==> src/rtl/regbus_if.sv <==
// Register-bus sequencer handshake: two requester command ports plus the
// register-file enables and external strobes driven by the controller.
interface regbus_if #(parameter int AW = 5);
  localparam int NREG = 2**AW;

  logic [1:0]      req;
  logic [1:0]      op0;
  logic [AW-1:0]   src0;
  logic [AW-1:0]   dst0;
  logic [1:0]      op1;
  logic [AW-1:0]   src1;
  logic [AW-1:0]   dst1;
  logic [1:0]      gnt;
  logic [1:0]      done;
  logic            busy;
  logic [NREG-1:0] rd;
  logic [NREG-1:0] wr;
  logic            ext_drv;
  logic            ext_cap;
  logic [7:0]      xfer_cnt;

  modport master (
    output req, op0, src0, dst0, op1, src1, dst1,
    input  gnt, done, busy, rd, wr, ext_drv, ext_cap, xfer_cnt
  );

  modport slave (
    input  req, op0, src0, dst0, op1, src1, dst1,
    output gnt, done, busy, rd, wr, ext_drv, ext_cap, xfer_cnt
  );
endinterface

==> src/rtl/regbus_ctrl.sv <==
// Two-requester round-robin sequencer for the shared 8-bit register bus.
// IDLE -> SETUP (turnaround) -> XFER (one enable cycle) -> DONE.
module regbus_ctrl #(parameter int AW = 5) (
  input  logic    clk,
  input  logic    rst,
  regbus_if.slave bus
);
  localparam int NREG = 2**AW;
  localparam logic [NREG-1:0] ONE = {{(NREG-1){1'b0}}, 1'b1};
  localparam logic [1:0] OP_MOV = 2'd0, OP_LOAD = 2'd1, OP_STORE = 2'd2, OP_NOP = 2'd3;

  typedef enum logic [1:0] {IDLE, SETUP, XFER, DONE} state_t;
  typedef struct packed {
    logic [1:0]    op;
    logic [AW-1:0] src;
    logic [AW-1:0] dst;
  } cmd_t;

  state_t          state, state_n;
  cmd_t            cmd, cmd_n;
  logic            win, win_n;
  logic            ptr, ptr_n;
  logic            k;
  logic [7:0]      cnt, cnt_n;
  logic [1:0]      gnt_q, gnt_n, done_q, done_n;
  logic [NREG-1:0] rd_q, rd_n, wr_q, wr_n;
  logic            drv_q, drv_n, cap_q, cap_n, busy_q;

  // ptr names the requester that wins a tie
  assign k = (bus.req == 2'b11) ? ptr : bus.req[1];

  always_comb begin
    state_n = state;
    cmd_n   = cmd;
    win_n   = win;
    ptr_n   = ptr;
    cnt_n   = cnt;
    gnt_n   = '0;
    done_n  = '0;
    rd_n    = '0;
    wr_n    = '0;
    drv_n   = 1'b0;
    cap_n   = 1'b0;
    case (state)
      IDLE: if (bus.req != 2'b00) begin
        win_n   = k;
        cmd_n   = k ? cmd_t'{op: bus.op1, src: bus.src1, dst: bus.dst1}
                    : cmd_t'{op: bus.op0, src: bus.src0, dst: bus.dst0};
        gnt_n   = k ? 2'b10 : 2'b01;
        state_n = SETUP;
      end
      // enables are registered, so they are decoded here to appear in XFER
      SETUP: begin
        state_n = XFER;
        case (cmd.op)
          OP_MOV:   begin rd_n = ONE << cmd.src; wr_n = ONE << cmd.dst; end
          OP_LOAD:  begin drv_n = 1'b1;          wr_n = ONE << cmd.dst; end
          OP_STORE: begin rd_n = ONE << cmd.src; cap_n = 1'b1;          end
          default:  ;
        endcase
      end
      XFER: begin
        state_n = DONE;
        done_n  = win ? 2'b10 : 2'b01;
        ptr_n   = ~win;
        if (cmd.op != OP_NOP) cnt_n = cnt + 8'd1;
      end
      default: state_n = IDLE;
    endcase
  end

  always_ff @(posedge clk or posedge rst) begin
    if (rst) begin
      state  <= IDLE;
      cmd    <= '0;
      win    <= 1'b0;
      ptr    <= 1'b0;
      cnt    <= '0;
      gnt_q  <= '0;
      done_q <= '0;
      rd_q   <= '0;
      wr_q   <= '0;
      drv_q  <= 1'b0;
      cap_q  <= 1'b0;
      busy_q <= 1'b0;
    end else begin
      state  <= state_n;
      cmd    <= cmd_n;
      win    <= win_n;
      ptr    <= ptr_n;
      cnt    <= cnt_n;
      gnt_q  <= gnt_n;
      done_q <= done_n;
      rd_q   <= rd_n;
      wr_q   <= wr_n;
      drv_q  <= drv_n;
      cap_q  <= cap_n;
      busy_q <= (state_n != IDLE);
    end
  end

  assign bus.gnt      = gnt_q;
  assign bus.done     = done_q;
  assign bus.busy     = busy_q;
  assign bus.rd       = rd_q;
  assign bus.wr       = wr_q;
  assign bus.ext_drv  = drv_q;
  assign bus.ext_cap  = cap_q;
  assign bus.xfer_cnt = cnt;
endmodule

==> src/flat_wrapper.sv <==
// flat-port wrapper written by rule: the top's interface ports become plain ports
module regbus_ctrl_flat 
#(parameter int AW = 5)
  (clk, rst, bus_req, bus_op0, bus_src0, bus_dst0, bus_op1, bus_src1, bus_dst1, bus_gnt, bus_done, bus_busy, bus_rd, bus_wr, bus_ext_drv, bus_ext_cap, bus_xfer_cnt);
  regbus_if #(.AW(AW)) bus_i ();
  input  logic clk;
  input  logic rst;
  input wire logic [$bits(bus_i.req)-1:0] bus_req;
  input wire logic [$bits(bus_i.op0)-1:0] bus_op0;
  input wire logic [$bits(bus_i.src0)-1:0] bus_src0;
  input wire logic [$bits(bus_i.dst0)-1:0] bus_dst0;
  input wire logic [$bits(bus_i.op1)-1:0] bus_op1;
  input wire logic [$bits(bus_i.src1)-1:0] bus_src1;
  input wire logic [$bits(bus_i.dst1)-1:0] bus_dst1;
  output wire logic [$bits(bus_i.gnt)-1:0] bus_gnt;
  output wire logic [$bits(bus_i.done)-1:0] bus_done;
  output wire logic [$bits(bus_i.busy)-1:0] bus_busy;
  output wire logic [$bits(bus_i.rd)-1:0] bus_rd;
  output wire logic [$bits(bus_i.wr)-1:0] bus_wr;
  output wire logic [$bits(bus_i.ext_drv)-1:0] bus_ext_drv;
  output wire logic [$bits(bus_i.ext_cap)-1:0] bus_ext_cap;
  output wire logic [$bits(bus_i.xfer_cnt)-1:0] bus_xfer_cnt;
  assign bus_i.req = bus_req;
  assign bus_i.op0 = bus_op0;
  assign bus_i.src0 = bus_src0;
  assign bus_i.dst0 = bus_dst0;
  assign bus_i.op1 = bus_op1;
  assign bus_i.src1 = bus_src1;
  assign bus_i.dst1 = bus_dst1;
  assign bus_gnt = bus_i.gnt;
  assign bus_done = bus_i.done;
  assign bus_busy = bus_i.busy;
  assign bus_rd = bus_i.rd;
  assign bus_wr = bus_i.wr;
  assign bus_ext_drv = bus_i.ext_drv;
  assign bus_ext_cap = bus_i.ext_cap;
  assign bus_xfer_cnt = bus_i.xfer_cnt;
  regbus_ctrl #(.AW(AW)) u_core (.clk(clk), .rst(rst), .bus(bus_i));
endmodule
==> config.mk <==
export PLATFORM = sky130hd
export DESIGN_NAME = regbus_ctrl_flat
export DESIGN_NICKNAME = d
export VERILOG_FILES = /design/src/rtl/regbus_if.sv /design/src/rtl/regbus_ctrl.sv /design/src/flat_wrapper.sv
export SDC_FILE = /design/constraint.sdc
export NUM_CORES = 1
export LEC_CHECK = 0
export ABC_CLOCK_PERIOD_IN_PS = 6700
export BUFFER_PORTS_ARGS = -buffer_cell sky130_fd_sc_hd__buf_2
export CAP_MARGIN = 30
export CORE_ASPECT_RATIO = 0.9
export CORE_MARGIN = 1.5
export CORE_UTILIZATION = 54
export DETAILED_ROUTE_END_ITERATION = 6
export GPL_TIMING_DRIVEN = 0
export PLACE_DENSITY_LB_ADDON = 0.05
export SETUP_SLACK_MARGIN = 0.3
export SLEW_MARGIN = 20
export SYNTH_ARGS = -nofsm -noshare
export SYNTH_HDL_FRONTEND = slang
export SYNTH_SLANG_ARGS = --single-unit
==> constraint.sdc <==
create_clock -name clk -period 6.7 [get_ports clk]
set_input_delay 1.34 -clock clk [delete_from_list [all_inputs] [get_ports clk]]
set_output_delay 1.34 -clock clk [all_outputs]
set_load 0.01 [all_outputs]
## After elaboration in Yosys (flattened, before gate mapping)

Index checks and enable logic that the tools add are counted.

| word-level totals | value |
|---|---|
| register bits | 95 |
| logic and storage cells | 49 |

| operators by class | value |
|---|---|
| $add $sub $neg | 1 |
| eq/ne operators | 6 |
| shift-type cells | 2 |
| mux-type cells | 17 |
| bitwise gates (word level) | 1 |
| reductions and logical operators | 8 |

Operators by type and width:

| cell | number |
|---|---|
| 32-bit two-way mux | 4 |
| 1-bit by 5-bit left shift with 32-bit output (first input constant) | 2 |
| 12-bit two-way mux | 1 |
| 2-bit two-way mux | 6 |
| 8-bit by 1-bit adder with 8-bit output (second input constant) | 1 |
| 2-bit equality test (second input constant) | 3 |
| 2-bit one-hot mux with 3 select lines | 1 |
| 1-bit two-way mux | 5 |
| 2-bit by 1-bit equality test with 1-bit output (second input constant) | 2 |
| 2-bit zero test | 2 |
| 2-bit AND reduction | 2 |
| 2-bit nonzero test | 2 |
| 2-bit OR reduction | 2 |
| 2-bit != test (second input constant) | 1 |
| 1-bit NOT | 1 |

## Depth between registers and ports, before layout

| depth | value |
|---|---|
| word-level depth | 5 |
| depth in mapped cells | 6 |
| depth with buffers taken out | 5 |

## Worst setup path before layout

OpenSTA, ideal clock, no wires.

| timing | value |
|---|---|
| kind | input -> register |
| start | in bus_req[0] |
| end | reg u_core.cmd[11] (netlist bit) |
| arrival | 1.960 ns |
| slack | 4.614 ns |
| stages on the path | 4 |
| path buffers | 1 |
| path through | nand2b_1 > buf_4 > a21oi_2 > a221o_1 |

| on the way | value |
|---|---|
| word-level cells in the longest chain between the ends | 3 |

RTL lines:

| what | RTL line | text |
|---|---|---|
| start: declaration | flat_wrapper.sv:8 | `input wire logic [$bits(bus_i.req)-1:0] bus_req;` |
| 2-bit equality test | regbus_ctrl.sv:30 | `assign k = (bus.req == 2'b11) ? ptr : bus.req[1];` |
| 1-bit two-way mux | regbus_ctrl.sv:30 |  |
| 12-bit two-way mux | regbus_ctrl.sv:47 | `cmd_n = k ? cmd_t'{op: bus.op1, src: bus.src1, dst: bus.dst1}` |
| end signal: assignment | regbus_ctrl.sv:88 | `cmd <= cmd_n;` |
| end: declaration | regbus_ctrl.sv:20 | `cmd_t cmd, cmd_n;` |

Several ways; a longest one is shown, not always the timed one.
A chain may end at the register's enable or synchronous reset.

## Worst setup path after layout

| timing | value |
|---|---|
| start | reg u_core.cnt[3] (netlist: u_core.bus.xfer_cnt[3]) |
| end | out bus_xfer_cnt[3] |

RTL lines:

| what | RTL line | text |
|---|---|---|
| start: declaration | regbus_ctrl.sv:24 | `logic [7:0] cnt, cnt_n;` |
| start signal: assignment | regbus_ctrl.sv:91 | `cnt <= cnt_n;` |
| end: declaration | flat_wrapper.sv:22 | `output wire logic [$bits(bus_i.xfer_cnt)-1:0] bus_xfer_cnt;` |

No word-level cell between the ends.

==> summary.txt <==
Port bufs -> 106
Via count -> 2477
Hpwl dp -> 4880 µm
Unique masters post-synth -> 37
Post-Syn Area -> 0.00346 mm²
Clock transition at path regs -> 90 ps
Io pins -> 107
Synth Register Bits -> 95
Total Nets Final -> 442
Post-cts sizing count -> 0
Crit path cell chain -> buf_2
Initial DRC count -> 154
CTS Buffer Depth -> 2
Die width -> 87.3 µm
Seq/Total Area, Yosys -> 0.688
Final Cycle Share -> 0.343
Period minus WS final -> 2300 ps
Die Ht -> 78.9 µm
Pre-CTS setup slack -> 4260 ps
Core footprint -> 0.00615 mm²
Critical path buffer and inverter count -> 1
RSZ-0062 raised after global routing -> no
Mapped Cells -> 292
Antenna violations before repair -> 0
EDFF count, synth -> 0
Pin count of the biggest net entering global routing -> 57
Ys Warns -> 0
Max-Cap Viols -> 0
DRC viols -> 0
Setup crit start kind -> register
Syn_nets -> 324
Fmax -> 0.435 GHz
Slew Limit Fails -> 0
CTS tree -> yes
Commonest non-fill, non-tap cell in the layout -> buf_2
Clk_lat worst skew -> 360 ps
Critical Path RT -> 5360 ps
Max FO, Critical Path -> 5
Num Clock Sinks -> 95
Post-CTS setup buffer count -> 0
Critical path capture point type -> primary output
Total wire length -> 6830 µm
Max VDD drop -> 0.235 mV
Hold-fix buffers at CTS -> 0
Setup-failing EPs final -> 0
Crit-path max cell delay -> 440 ps
N_diodes -> 0
CTS H-tree depth -> 3
Crit path DAT -> 960 ps
Number of CTS-inserted buffers -> 9
Setup TNS -> 0 ps
GRT Total Usage -> 0.213
Share of cells above drive strength 1 -> 0.331
Worst Slack Setup Final -> 4400 ps
Slew @ Worst Pin -> 646 ps
Top_reg_cell synth -> dfrtp_1
Initial core utilization -> 0.562
Status -> finished clean
Vias per cell -> 4.94
Leakage power -> 2.31 nW
Vias in the first global route -> 2324
Hold Path Class -> register to register
Slew headroom -> 0.568
Worst setup path class -> register to primary output
Router iterations before antenna repair -> 4
Avg Cell Area, Syn -> 11.8 µm²
Power per cell area -> 366 mW/mm²
Fin. Hold Viols -> 0
Global-route wire length before repair -> 11000 µm
Gr ovfl total -> 0
Placer Congestion -> 0.843
Area growth, synth to finish -> 25.0%
Die Area -> 0.00689 mm²
Fraction of registers with async set or reset after synthesis -> 1.00
# rows -> 27
Most frequent cells in the layout -> 111 x buf_2, 95 x dfrtp_1, 62 x nor2_1
CTS Root Cell -> clkbuf_8
Worst path top cell family by delay -> flip-flops
Drt wl/cell -> 13.6 µm
Clk_skew -> 16.0 ps
Remaining antenna violation count -> 0
Slowest cell on crit path -> dfrtp_1
-- Yosys cell counts (all sizes together), types with 2 or more instances --
cell type  number  area share
a21oi          10       0.016
a221o           3      0.0087
a31oi           9       0.016
and2            5      0.0090
and3            3      0.0069
and3b           2      0.0051
buf             7       0.013
clkbuf          6      0.0065
dfrtp          95        0.69
ha              4       0.014
inv             4      0.0043
nand2           9      0.0098
nand2b         11       0.020
nand3           6      0.0087
nand3b          4      0.0087
nand4           5      0.0090
nor2           62       0.067
nor2b           4      0.0072
nor3           16       0.023
nor3b           2      0.0058
o21ai          10       0.016
xnor2           6       0.015
-- state kept, by name, indices dropped and copies added, names as in the netlist --
name                 count
u_core.bus.busy          1
u_core.bus.done          2
u_core.bus.ext_cap       1
u_core.bus.ext_drv       1
u_core.bus.gnt           2
u_core.bus.rd           32
u_core.bus.wr           32
u_core.bus.xfer_cnt      8
u_core.cmd              12
u_core.ptr               1
u_core.state             2
u_core.win               1
-- area by class of cell --
class,count,area (µm²)
flip-flops and latches,95,2380
fillers,485,1830
multi-input cells,180,998
repair buffers,107,551
clock buffers,11,151
well taps,87,109
plain buffers,13,66.3
clock inverters,4,52.6
inverters,4,17.5
-- final timing paths --
check / start / slack [ps] / cells after the start / endpoint
setup / recovery: u_core.bus.xfer_cnt[3] / 4400 / 1 / bus_xfer_cnt[3]
hold / removal: u_core.win / 470 / 1 / u_core.bus.done[0]
setup reg to reg: u_core.state[0] / 5110 / 4 / u_core.bus.xfer_cnt[1]
hold reg to reg: u_core.win / 470 / 1 / u_core.bus.done[0]
max in group asynchronous: rst / 4980 / 3 / u_core.bus.xfer_cnt[5]
min in group asynchronous: rst / 1080 / 2 / u_core.bus.wr[29]
-- cell families (layout without fill, tap and decap cells) --
group                    count (synthesis)  count (layout)  synth area share
flip-flops                              95              95             0.688
buffers and inverters                   17             139            0.0235
adder cells (fa/ha/maj)                  4               4            0.0145
multiplexers                             2               2           0.00615
AND/OR/NAND/NOR                        131             131             0.185
XOR/XNOR                                 7               7            0.0177
AO/OA/AOI/OAI                           36              36            0.0659
-- through the flow --
stage	utilization	hold WS, ps	std cells	cell area, µm²	power, mW
2_1_floorplan	-	417	292	3460	1.07
3_3_place_gp	0.666	452	485	4100	1.20
3_5_place_dp	0.670	464	486	4120	1.21
4_1_cts	0.703	476	501	4320	1.59
5_1_grt	0.703	492	501	4320	1.68
6_report	0.703	468	501	4320	1.58
-- layer usage --
| layer | wire length [µm] | GRT usage | up-vias |
|---|---|---|---|
| met4 | 152 | 0.0698 | 0 |
| met2 | 3070 | 0.317 | 96 |
| met5 | 0 | 0 | - |
| met3 | 538 | 0.0759 | 15 |
| met1 | 3070 | 0.292 | 1158 |
| li1 | - | - | 1208 |
-- power breakdown --
part,switching (mW),leakage [nW],internal (mW),total (mW)
logic,0.295,0.930,0.183,0.479
clock network,0.187,0.106,0.192,0.379
registers,0.0600,1.27,0.664,0.724
total,0.542,2.31,1.04,1.58
No activity file was read; power rests on OpenSTA's default activity.
